<file path="src/rtl/bip_pkg.sv">
// Shared definitions for the BIP fetch stage and decoder: opcodes, fetch-state encoding, default widths.
package bip_pkg;
  localparam int PC_BITS_DEF   = 11;
  localparam int INST_BITS_DEF = 16;
  localparam int OPBTS_DEF     = 5;
  localparam int CNT_BITS_DEF  = 16;

  localparam logic [4:0] OP_HLT  = 5'b00000;
  localparam logic [4:0] OP_STO  = 5'b00001;
  localparam logic [4:0] OP_LD   = 5'b00010;
  localparam logic [4:0] OP_LDI  = 5'b00011;
  localparam logic [4:0] OP_ADD  = 5'b00100;
  localparam logic [4:0] OP_ADDI = 5'b00101;
  localparam logic [4:0] OP_SUB  = 5'b00110;
  localparam logic [4:0] OP_SUBI = 5'b00111;

  typedef enum logic [2:0] {
    S_IDLE  = 3'd0,
    S_FETCH = 3'd1,
    S_LOAD  = 3'd2,
    S_EXEC  = 3'd3,
    S_HALT  = 3'd4
  } fetch_state_t;
endpackage

</file>
<file path="src/rtl/bip_pc_reg.sv">
// Program counter register: clear has priority over increment; otherwise holds.
module bip_pc_reg #(
  parameter int W = 11
) (
  input  logic         i_clk,
  input  logic         i_reset,
  input  logic         i_clr,
  input  logic         i_inc,
  output logic [W-1:0] o_pc
);
  logic [W-1:0] r_pc;

  // Increment wraps naturally modulo 2^W.
  always_ff @(posedge i_clk or posedge i_reset) begin
    if (i_reset) begin
      r_pc <= '0;
    end else if (i_clr) begin
      r_pc <= '0;
    end else if (i_inc) begin
      r_pc <= r_pc + 1'b1;
    end
  end

  assign o_pc = r_pc;
endmodule

</file>
<file path="src/rtl/bip_fetch_unit.sv">
// Fetch/sequencing stage: PC, program-memory read, IR and FETCH/LOAD/EXEC control.
// Each instruction takes three cycles; the halt flag wins over the PC write in EXEC.
module bip_fetch_unit
  import bip_pkg::*;
#(
  parameter int PC_BITS   = PC_BITS_DEF,
  parameter int INST_BITS = INST_BITS_DEF,
  parameter int OPBTS     = OPBTS_DEF,
  parameter int CNT_BITS  = CNT_BITS_DEF
) (
  input  logic                       i_clk,
  input  logic                       i_reset,
  input  logic                       i_start,
  input  logic                       i_w_pc,
  input  logic                       i_h_flg,
  input  logic [INST_BITS-1:0]       i_imem_data,
  output logic [PC_BITS-1:0]         o_imem_addr,
  output logic                       o_imem_en,
  output logic [OPBTS-1:0]           o_op_code,
  output logic [INST_BITS-OPBTS-1:0] o_operand,
  output logic                       o_valid,
  output logic [PC_BITS-1:0]         o_pc,
  output logic                       o_halted,
  output logic [CNT_BITS-1:0]        o_icount
);
  fetch_state_t         r_state;
  logic [INST_BITS-1:0] r_ir;
  logic [CNT_BITS-1:0]  r_icount;
  logic                 r_valid;
  logic                 r_imem_en;
  logic                 r_halted;
  logic                 w_start_ok;
  logic                 w_pc_inc;
  logic [PC_BITS-1:0]   w_pc;

  assign w_start_ok = i_start && ((r_state == S_IDLE) || (r_state == S_HALT));
  assign w_pc_inc   = (r_state == S_EXEC) && !i_h_flg && i_w_pc;

  bip_pc_reg #(.W(PC_BITS)) u_pc (
    .i_clk   (i_clk),
    .i_reset (i_reset),
    .i_clr   (w_start_ok),
    .i_inc   (w_pc_inc),
    .o_pc    (w_pc)
  );

  // Outputs are registered alongside the state so they reflect the state being entered.
  always_ff @(posedge i_clk or posedge i_reset) begin
    if (i_reset) begin
      r_state   <= S_IDLE;
      r_ir      <= '0;
      r_icount  <= '0;
      r_valid   <= 1'b0;
      r_imem_en <= 1'b0;
      r_halted  <= 1'b0;
    end else begin
      r_valid   <= 1'b0;
      r_imem_en <= 1'b0;
      r_halted  <= 1'b0;
      case (r_state)
        S_IDLE: begin
          if (i_start) begin
            r_state   <= S_FETCH;
            r_icount  <= '0;
            r_imem_en <= 1'b1;
          end
        end
        S_FETCH: r_state <= S_LOAD;
        S_LOAD: begin
          r_ir    <= i_imem_data;
          r_state <= S_EXEC;
          r_valid <= 1'b1;
        end
        S_EXEC: begin
          if (r_icount != {CNT_BITS{1'b1}}) r_icount <= r_icount + 1'b1;
          if (i_h_flg) begin
            r_state  <= S_HALT;
            r_halted <= 1'b1;
          end else begin
            r_state   <= S_FETCH;
            r_imem_en <= 1'b1;
          end
        end
        S_HALT: begin
          if (i_start) begin
            r_state   <= S_FETCH;
            r_icount  <= '0;
            r_imem_en <= 1'b1;
          end else begin
            r_halted <= 1'b1;
          end
        end
        default: r_state <= S_IDLE;
      endcase
    end
  end

  // Fields read as zero (HLT) outside EXEC so downstream writes stay inert.
  assign o_op_code   = r_valid ? r_ir[INST_BITS-1 -: OPBTS] : '0;
  assign o_operand   = r_valid ? r_ir[INST_BITS-OPBTS-1:0] : '0;
  assign o_valid     = r_valid;
  assign o_imem_en   = r_imem_en;
  assign o_imem_addr = w_pc;
  assign o_pc        = w_pc;
  assign o_halted    = r_halted;
  assign o_icount    = r_icount;
endmodule
</file>
<file path="config.mk">
export PLATFORM = sky130hd
export DESIGN_NAME = bip_fetch_unit
export DESIGN_NICKNAME = d
export VERILOG_FILES = /design/src/rtl/bip_pkg.sv /design/src/rtl/bip_pc_reg.sv /design/src/rtl/bip_fetch_unit.sv
export SDC_FILE = /design/constraint.sdc
export NUM_CORES = 1
export LEC_CHECK = 0
export BUFFER_PORTS_ARGS = -buffer_cell sky130_fd_sc_hd__buf_4
export CAP_MARGIN = 20
export CORE_UTILIZATION = 57
export CTS_BUF_LIST = sky130_fd_sc_hd__clkbuf_8
export DETAILED_ROUTE_END_ITERATION = 12
export PLACE_DENSITY_LB_ADDON = 0.05
export RECOVER_POWER = 100
export SYNTH_ARGS = -nofsm -noshare
export SYNTH_HDL_FRONTEND = slang
export SYNTH_HIERARCHICAL = 1
export SYNTH_SLANG_ARGS = --single-unit
</file>
<file path="constraint.sdc">
create_clock -name i_clk -period 3.33 [get_ports i_clk]
set_clock_uncertainty 0.05 [all_clocks]
set_input_delay 0.4995 -clock i_clk [delete_from_list [all_inputs] [get_ports i_clk]]
set_output_delay 0.4995 -clock i_clk [all_outputs]
set_load 0.01 [all_outputs]
</file>
* After elaboration in Yosys (flattened, before gate mapping) *
Index checks and enable logic that the tools add are counted.

storage, ports and cells
  bits in registers = 49
  input bits = 21

operators by class
  add/sub/neg operators = 2
  equality and inequality tests = 7
  muxes and demuxes = 17
  reduce and logical (&&, ||, !) cells = 10

operator list
  kind                   number
  $mux 11                3
  $mux 16                2
  $pmux 16 s2            1
  $add 16x1->16 const B  1
  $ne 16x16->1 const B   1
  $pmux 3 s4             1
  $add 11x1->11 const B  1
  $eq 3x2->1 const B     2
  $mux 3                 2
  $mux 1                 5
  $mux 5                 1
  $ne 2x1->1 const B     2
  $pmux 1 s2             2
  $reduce_bool 2->1      2
  $eq 3x1->1 const B     1
  $eq 3x3->1 const B     1
  $logic_and 1x1->1      3
  $logic_not 3->1        1
  $reduce_and 3->1       1
  $reduce_or 2->1        1
  $logic_not 1->1        1
  $logic_or 1x1->1       1

* Longest topological paths before layout *
Gate-level depths: netlist of run 1.

  depth after elaboration = 5
  gate-level depth with buffers = 7
  mapped depth without buffers = 5

* Modules after synthesis *
The synthesis of run 1 kept the hierarchy.

by module, submodules not included
  module          instances  cells an instance  area an instance (µm²)  sequential area each (µm²)
  bip_fetch_unit  1          185                1950.6                  950.9
  bip_pc_reg      1          56                 556.8                   275.3

* Worst setup path after synthesis of run 1 *
OpenSTA, ideal clock, no wires.

  path kind = register to register
  start = register r_icount[0] (netlist: o_icount[0])
  end = register r_icount[12] (netlist: o_icount[12])
  setup time = 0.082 ns
  arrival = 1.996 ns
  path slack = 1.202 ns
  stages on the path, launching flop included = 8
  period minus slack after synthesis = 2.128 ns
  cells stage by stage = dfrtp_1 > ha_1 > nand4_2 > or4_1 > buf_6 > a21o_1 > buf_6 > a31oi_1

on the way
  longest elaborated chain between the ends = 3

RTL lines
  item                                                    RTL line              text
  start, declared                                         bip_fetch_unit.sv:28  logic [CNT_BITS-1:0] r_icount;
  start signal, assigned                                  bip_fetch_unit.sv:75  if (r_icount != {CNT_BITS{1'b1}}) r_icount <= r_icount + 1'b1;
  $add 16x1->16 / $ne 16x16->1 (equally long branches)    bip_fetch_unit.sv:75
  $mux 16 / $ne 2x1->1 (equally long branches)            -
  $pmux 16 s2 / $reduce_and 3->1 (equally long branches)  -

Parallel ways exist; a longest one is shown, timed or not. The select of a mux whose other input is x is not followed.
A chain may end at the register's enable or synchronous reset.

* Final worst setup path of run 1 *
  start = register r_icount[0] (netlist: o_icount[0])
  end = register r_icount[0] (netlist: o_icount[0])

Same word-level chain as after synthesis.

==> results of run 1 <==
[cell type report]
cell class / count / area, um2
Clock buffer: 5 / 68.82
Multi-Input combinational cell: 167 / 1112
Tap cell: 50 / 62.56
Timing Repair Buffer: 82 / 424.2
Sequential cell: 49 / 1226
Fill cell: 368 / 1156
Clock inverter: 3 / 46.29
Inverter: 5 / 18.77
[stage by stage]
step / hold slack (ns) / utilization [%]
after floorplan: 0.3019 / -
after global placement: 0.4318 / 74.13
after detailed placement: 0.4374 / 74.13
after CTS: 0.1552 / 76.92
after global routing: 0.1720 / 71.91
final: 0.1498 / 71.91
[where the power goes]
| part | switching (mW) | internal (mW) |
|---|---|---|
| Sequential | 0.217 | 0.809 |
| Clock | 0.204 | 0.225 |
| Combinational | 0.486 | 0.417 |
[registers in the layout, summed over array words and instances (netlist names)]
| signal | count |
|---|---|
| r_state | 3 |
| r_ir | 16 |
| o_imem_en | 1 |
| u_pc/o_pc | 11 |
| o_valid | 1 |
| o_halted | 1 |
| o_icount | 16 |
[layer usage]
| layer | vias up | global-route usage, % | part of all wire [%] |
|---|---|---|---|
| met4 | 0 | 10.42 | 1.3 |
| met1 | 1030 | 31.83 | 42 |
| li1 | 1011 | - | - |
| met3 | 9 | 5.500 | 6.3 |
| met2 | 85 | 45.10 | 51 |
| met5 | - | 0 | 0 |
[cell usage in the layout (no fill, tap or decap), types with 4 or more instances in the layout]
master	n
dfrtp_1	49
clkbuf_8	5
nor4_1	5
mux2_2	19
or4_1	4
o21ai_0	7
inv_1	5
clkbuf_1	51
nor2_1	18
and2_1	6
nand2_1	13
a21oi_1	14
a31oi_1	13
nand3_1	5
and2_0	11
buf_4	30
nand4_1	8
[logic make-up (layout without fill, tap and decap cells)]
| group | after synthesis | count (layout) | synth area share [%] |
|---|---|---|---|
| AO/OA/AOI/OAI | 51 | 51 | 13.37 |
| XOR/XNOR | 5 | 5 | 1.747 |
| adder cells (fa/ha/maj) | 2 | 2 | 0.9978 |
| buffers and inverters | 25 | 95 | 6.337 |
| flip-flops | 49 | 49 | 48.90 |
| multiplexers | 20 | 20 | 8.932 |
| AND/OR/NAND/NOR | 89 | 89 | 19.71 |
[path summary, 6_finish.rpt]
check                      slack (ns)           start  cells after the start           end
min in group i_clk               0.37  i_imem_data[5]                      2       r_ir[5]
max reg2reg                      0.73     o_icount[0]                      5   o_icount[0]
max                              0.73     o_icount[0]                      5   o_icount[0]
min reg2reg                      0.45         r_ir[8]                      1       r_ir[8]
min                              0.15         i_reset                      2  u_pc/o_pc[1]
max in group asynchronous        1.91         i_reset                      3      r_ir[15]
==> results.cfg, run 1 <==
[place]
placed_area_mm2 = 0.003050
dp_cells = 353
routabilityCongestion = 0.8877
dp_hpwl_um = 3995
place_ws_ns = 0.9486
io_buffer_count = 77

[setup_path]
required_ns = 3.53
slowest_stage = or4_1
end_kind = flop
critPathMaxStageDelay_ns = 0.79
cp-start-kind = flop
critPathTopFamily = simple AND/OR/NAND/NOR gates
path_max_fanout = 10
cp.arrival_ns = 2.80
worstPathCellList = ha_1 -> nand4_1 -> or4_1 -> a21oi_1 -> mux2_2
critPathBufInv = 0
critPathKind = flop to flop

[synth]
netlist_area_mm2 = 0.002507
synthTopCellsByArea = dfrtp_1, mux2_2, and2_1
ys_seq_area_share_pct = 48.90
synth_edf_count = 0
synthDistinctLibCells = 45
synth_commonest_cells = dfrtp_1, mux2_2, nor2_1
synthArstFlopShare_pct = 100.0
ys_seq_elements = 49
syn_inst = 241
ys.flop_type = dfrtp_1
yosysMostFrequentCell = dfrtp_1
synth_top_area_share_pct = 48.90
syn-num-nets = 264
synth.avg_cell_area_um2 = 10.40
yosys_warnings = 6
yosysTopAreaCell = dfrtp_1

[pwr]
power_mw = 2.358
ir_drop_uv = 413.3
powerDensity_mw_per_mm2 = 796.8
power.leakage_nw = 1.260

[routing]
wl_per_cell_um = 15.20
via_per_inst = 5.914
drt_iter0_markers = 131
drt_wl_total_um = 5489
drt_first_pass_iters = 4
drc = 0
ant_nets = 0
vias = 2135

[sta]
setup_viol = 0
slew_viol_final = 0
worstMarginPinSlew_ns = 0.8920
hold_violations = 0
slew_headroom_pct = 40.53
max_freq_ghz = 0.3846
period_minus_slack_ns = 2.600
tns_ns = 0
grt_setup_unrepaired = false
min_period_over_period_pct = 78.09
fin_ws_ns = 0.7298

[layout]
diodes = 0
fin_area_mm2 = 0.002959
drive_above_1_share_pct = 20.90
syn2layout_area_growth_pct = 18.01
finalNonFillerCells = 361
nNetsFinal = 333

[hold_path]
holdCritPathClass = input port to asynchronous set/reset pin

[clock_tree]
htreeDepth = 2
postCtsSetupBuffers = 0
clkSinkCount = 49
clkSlewWorstSetupHoldPaths_ns = 0.09
cts_buffer_depth = 2
cts_tree = done
cts_root_buffer = clkbuf_8
clock_latency_ns = 0.30
post_cts_resized = 0
postCtsHoldBufs = 0
cts_made_buffers = 5

[run]
maxCapViolations = 0

[die]
num_rows = 23
boundaryPins = 78
fp.dieArea_mm2 = 0.004668
core-area_mm2 = 0.004115
die_w_um = 68.33
fp.dieH_um = 68.33
start_util_pct = 60.93

[grt]
grt_pass1_vias = 2029
antenna_found_initial = 0
grt_remaining_overflow = 0
grt_first_pass_wirelength_um = 8956
grt_max_degree = 21
grt.total_usage_pct = 26.24

[status]
outcome = finished clean
(Power assumes the default switching activity.)
==> run 2: changes to the inputs <==
Settings changed: CORE_UTILIZATION 57 to 48.
Clock period 3.33 ns to 2.15 ns, I/O delays scaled along.
==> results.cfg, run 2 (same netlist as run 1, synthesis figures left out) <==
[pwr]
power.leakage_nw = 1.312
powerDensity_mw_per_mm2 = 1178
power_mw = 3.617
ir_drop_uv = 702.7

[clock_tree]
cts_tree = done
clkSinkCount = 49
clkSlewWorstSetupHoldPaths_ns = 0.09
cts_root_buffer = clkbuf_8
cts_buffer_depth = 2
cts_made_buffers = 5
htreeDepth = 2
clock_latency_ns = 0.30
postCtsSetupBuffers = 0

[layout]
drive_above_1_share_pct = 25.70
finalNonFillerCells = 390
nNetsFinal = 345
finish.utilization_pct = 62.95
fin_area_mm2 = 0.003072
layout_common_cells = clkbuf_1, dfrtp_1, buf_4
diodes = 0
layout_commonest_cell = clkbuf_1
syn2layout_area_growth_pct = 22.51

[setup_path]
critPathKind = flop to flop
slowest_stage = or4_4
cp.arrival_ns = 2.17
end_kind = flop
worstPathCellList = ha_1 -> nand4_2 -> or4_4 -> a21oi_2 -> mux2_2
critPathMaxStageDelay_ns = 0.61
required_ns = 2.34
path_max_fanout = 6
cp-start-kind = flop

[die]
core-area_mm2 = 0.004880
fp.dieArea_mm2 = 0.005517
num_rows = 25
boundaryPins = 78
die_w_um = 74.28
fp.dieH_um = 74.28
start_util_pct = 51.38

[routing]
top_layer = met4
wl_per_cell_um = 14.37
vias = 2156
drc = 0
met1Wirelength_um = 2585
via_per_inst = 5.528
drt_iter0_markers = 177
drt_wl_total_um = 5606
ant_nets = 0
routed-wl-met2_um = 2667
dr_wl_met3_um = 320
drt_first_pass_iters = 4

[hold_path]
holdCritPathClass = input port to flop

[sta]
min_period_over_period_pct = 92.02
fin_ws_ns = 0.1716
whs_ns = 0.1953
hold_violations = 0
worstMarginPinSlew_ns = 0.9596
period_minus_slack_ns = 1.978
grt_setup_unrepaired = false
tns_ns = 0
slew_viol_final = 0
setup_viol = 0
max_freq_ghz = 0.5055
slew_headroom_pct = 36.03

[place]
placed_area_mm2 = 0.003154
dp_hpwl_um = 3949
dp_cells = 381
io_buffer_count = 77
routabilityCongestion = 0.8496
place_ws_ns = 0.07414

[run]
maxCapViolations = 0

[grt]
antenna_found_initial = 0
grt_pass1_vias = 1967
grt.total_usage_pct = 21.20
grt_first_pass_wirelength_um = 8942
grt_max_degree = 39
grt_remaining_overflow = 0

[status]
outcome = finished clean
## run 2: critical path: cells and delay by family (launching register included)
family                   cells  cell delay, ns
AND/OR/NAND/NOR              2            0.75
adder cells (fa/ha/maj)      1            0.23
flip-flops                   1            0.36
AO/OA/AOI/OAI                1            0.31
multiplexers                 1            0.21
## run 2: area by class of cell
class,count,area (um2)
Timing Repair Buffer,94,511.7
Multi-Input combinational cell,167,1140
Tap cell,67,83.83
Clock inverter,3,22.52
Inverter,5,18.77
Sequential cell,49,1226
Fill cell,499,1808
Clock buffer,5,68.82
## run 2: layer usage
layer | vias up | GRT usage [%]
met5 | - | 0
met2 | 65 | 34.75
met1 | 1063 | 27.88
li1 | 1024 | -
met3 | 4 | 5.285
met4 | 0 | 6.499
## run 2: worst paths after layout
| check | cells past startpoint | slack (ns) | from | to |
|---|---|---|---|---|
| setup reg to reg | 5 | 0.17 | o_icount[0] | o_icount[0] |
| min in group asynchronous | 3 | 0.53 | i_reset | u_pc/o_pc[10] |
| hold / removal | 2 | 0.20 | i_imem_data[5] | r_ir[5] |
| max in group asynchronous | 4 | 0.64 | i_reset | r_ir[1] |
| setup / recovery | 5 | 0.17 | o_icount[0] | o_icount[0] |
| hold reg to reg | 1 | 0.46 | r_ir[15] | r_ir[15] |
## run 2: power breakdown
group          internal (mW)  switching (mW)  total, mW  leakage [nW]
clock                  0.229           0.321      0.550        0.0364
sequential              1.25           0.293       1.55         0.628
combinational          0.714           0.807       1.52         0.648
total                   2.20            1.42       3.62          1.31
## run 2: repair_timing
item | in CTS | in global routing
endpoints found under the hold margin | 11 | 0
endpoints found under the setup margin | 0 | 13
gates resized for setup | 0 | 4
hold buffers | 1 | 0
==> run 3: changes to the inputs <==
Settings changed: ABC_AREA set to 1, CORE_UTILIZATION 48 to 49.
==> results.cfg, run 3 <==
[place]
dp_hpwl_um = 4410
placed_area_mm2 = 0.003301
io_buffer_count = 77
routabilityCongestion = 0.8193

[setup_path]
end_kind = flop
path_max_fanout = 5
required_ns = 2.34
cp.arrival_ns = 2.05
critPathMaxStageDelay_ns = 0.43
worstPathCellList = nor2_2 -> nand2_1 -> nor2_1 -> nor2_1 -> nor2_4 -> nand3_1 -> nand2_1 -> nand2_1 -> nor2_1
r2r_cells = 9
critPathKind = flop to flop
cp-start-kind = flop
slowest_stage = dfrtp_1

[sta]
setup_viol = 0
min_period_over_period_pct = 86.63
period_minus_slack_ns = 1.863
hold_violations = 0
slew_headroom_pct = 36.73
grt_setup_unrepaired = false
slew_viol_final = 0
tns_ns = 0
worstMarginPinSlew_ns = 0.9491
max_freq_ghz = 0.5369

[clock_tree]
postCtsSetupBuffers = 0
cts_made_buffers = 5
cts_tree = done
clock_latency_ns = 0.30
clkSinkCount = 49
clkSlewWorstSetupHoldPaths_ns = 0.09
htreeDepth = 2
cts_buffer_depth = 2
cts_root_buffer = clkbuf_8
post_cts_resized = 0

[routing]
wl_per_cell_um = 11.64
via_per_inst = 4.971
drt_wl_total_um = 6066
drc = 0
drt_iter0_markers = 134
vias = 2590
ant_nets = 0
drt_first_pass_iters = 5

[synth]
yosysMostFrequentCell = nand2_1
synthArstFlopShare_pct = 100.0
yosys_warnings = 6
synth.avg_cell_area_um2 = 7.208
synthDistinctLibCells = 28
ys_seq_elements = 49
yosysTopAreaCell = dfrtp_1
syn-num-nets = 404
synth_commonest_cells = nand2_1, inv_1, dfrtp_1
synth_top_area_share_pct = 44.65
synth_edf_count = 0
ys_seq_area_share_pct = 44.65
ys.flop_type = dfrtp_1
netlist_area_mm2 = 0.002746
syn_inst = 381
synthTopCellsByArea = dfrtp_1, nand2_1, inv_1

[layout]
syn2layout_area_growth_pct = 14.81
fillers = 564
fin_area_mm2 = 0.003153
nNetsFinal = 473
layout_commonest_cell = nand2_1
drive_above_1_share_pct = 10.64
regArea_mm2 = 0.001226
finish.utilization_pct = 60.20
multi_input_area_mm2 = 0.001156
diodes = 0
layout_common_cells = nand2_1, clkbuf_1, inv_1

[die]
num_rows = 26
die_w_um = 76.87
core-area_mm2 = 0.005238
fp.dieH_um = 76.87
start_util_pct = 52.44
boundaryPins = 78
fp.dieArea_mm2 = 0.005908

[hold_path]
holdCritPathClass = input port to flop
holdPathStages = 3

[pwr]
power_mw = 3.037
ir_drop_uv = 432.4
powerDensity_mw_per_mm2 = 963.3
power.leakage_nw = 1.657

[grt]
grt_first_pass_wirelength_um = 10520
antenna_found_initial = 0
grt_remaining_overflow = 0
grt.total_usage_pct = 22.05
grt_max_degree = 39
grt_pass1_vias = 2263

[status]
outcome = finished clean

[run]
maxCapViolations = 0
==> run 3: cell types whose count changed in the layout (fill, tap and decap cells not counted), sizes merged, moves of 19 or more <==
cell   change
buf       -19
inv       +51
mux2      -19
nand2    +129
nand3     +21
nor2      +24
==> run 3: where the power goes <==
part	internal (mW)	switching [mW]
clock	0.225	0.301
sequential	1.17	0.215
combinational	0.358	0.769
==> run 3: worst max-delay path: cells and delay by family, from the launching register on <==
kind,cells,cell delay [ns]
simple gates,9,1.32
flops,1,0.43
==> run 3: path summary, 6_finish.rpt <==
check,from,slack [ns],end
max,r_state[2],0.29,u_pc/o_pc[9]
min,i_imem_data[4],0.17,r_ir[4]
max reg2reg,r_state[2],0.29,u_pc/o_pc[9]
min reg2reg,r_ir[4],0.43,r_ir[4]
max in group asynchronous,i_reset,0.64,o_icount[11]
min in group asynchronous,i_reset,0.53,u_pc/o_pc[9]
==> run 3: kinds of logic after synthesis <==
family                     synth area share [%]
DFF                                       44.65
buffers and inverters                     12.26
and+or+nand+nor                           36.04
xor gates and xnor gates                 0.9569
AOI/OAI and AO/OA                         5.193
adders and majority gates                0.9110
==> run 3: per-stage QoR <==
step / setup slack [ns] / std cells / hold slack, ns
finish: 0.2875 / 521 / 0.1675
global route: 0.04699 / 521 / 0.1622
CTS: 0.3273 / 521 / 0.1576
detailed placement: 0.3471 / 512 / 0.3115
global placement: 0.3690 / 512 / 0.3120
floorplan: 0.5046 / 381 / 0.1249
==> run 3: cell type report <==
type | instances | share of cell area [%]
clock buffer | 5 | 2.183
clock inverter | 3 | 0.5556
inverter | 56 | 6.667
multi-input combinational | 258 | 36.67
sequential | 49 | 38.89
tap | 70 | 2.778
timing repair buffer | 80 | 12.26
==> run 3: what timing repair did <==
item                                    CTS  global route
endpoints found under the hold margin    11             0
hold buffers                              1             0
endpoints found under the setup margin    0             0
==> run 3: layer usage <==
| layer | part of all wire (%) | vias to the layer above | global-route usage [%] |
|---|---|---|---|
| li1 | - | 1299 | - |
| met1 | 48 | 1202 | 30.99 |
| met2 | 45 | 84 | 34.55 |
| met3 | 6.6 | 5 | 4.167 |
| met4 | 1.0 | 0 | 6.346 |
| met5 | 0 | - | 0 |
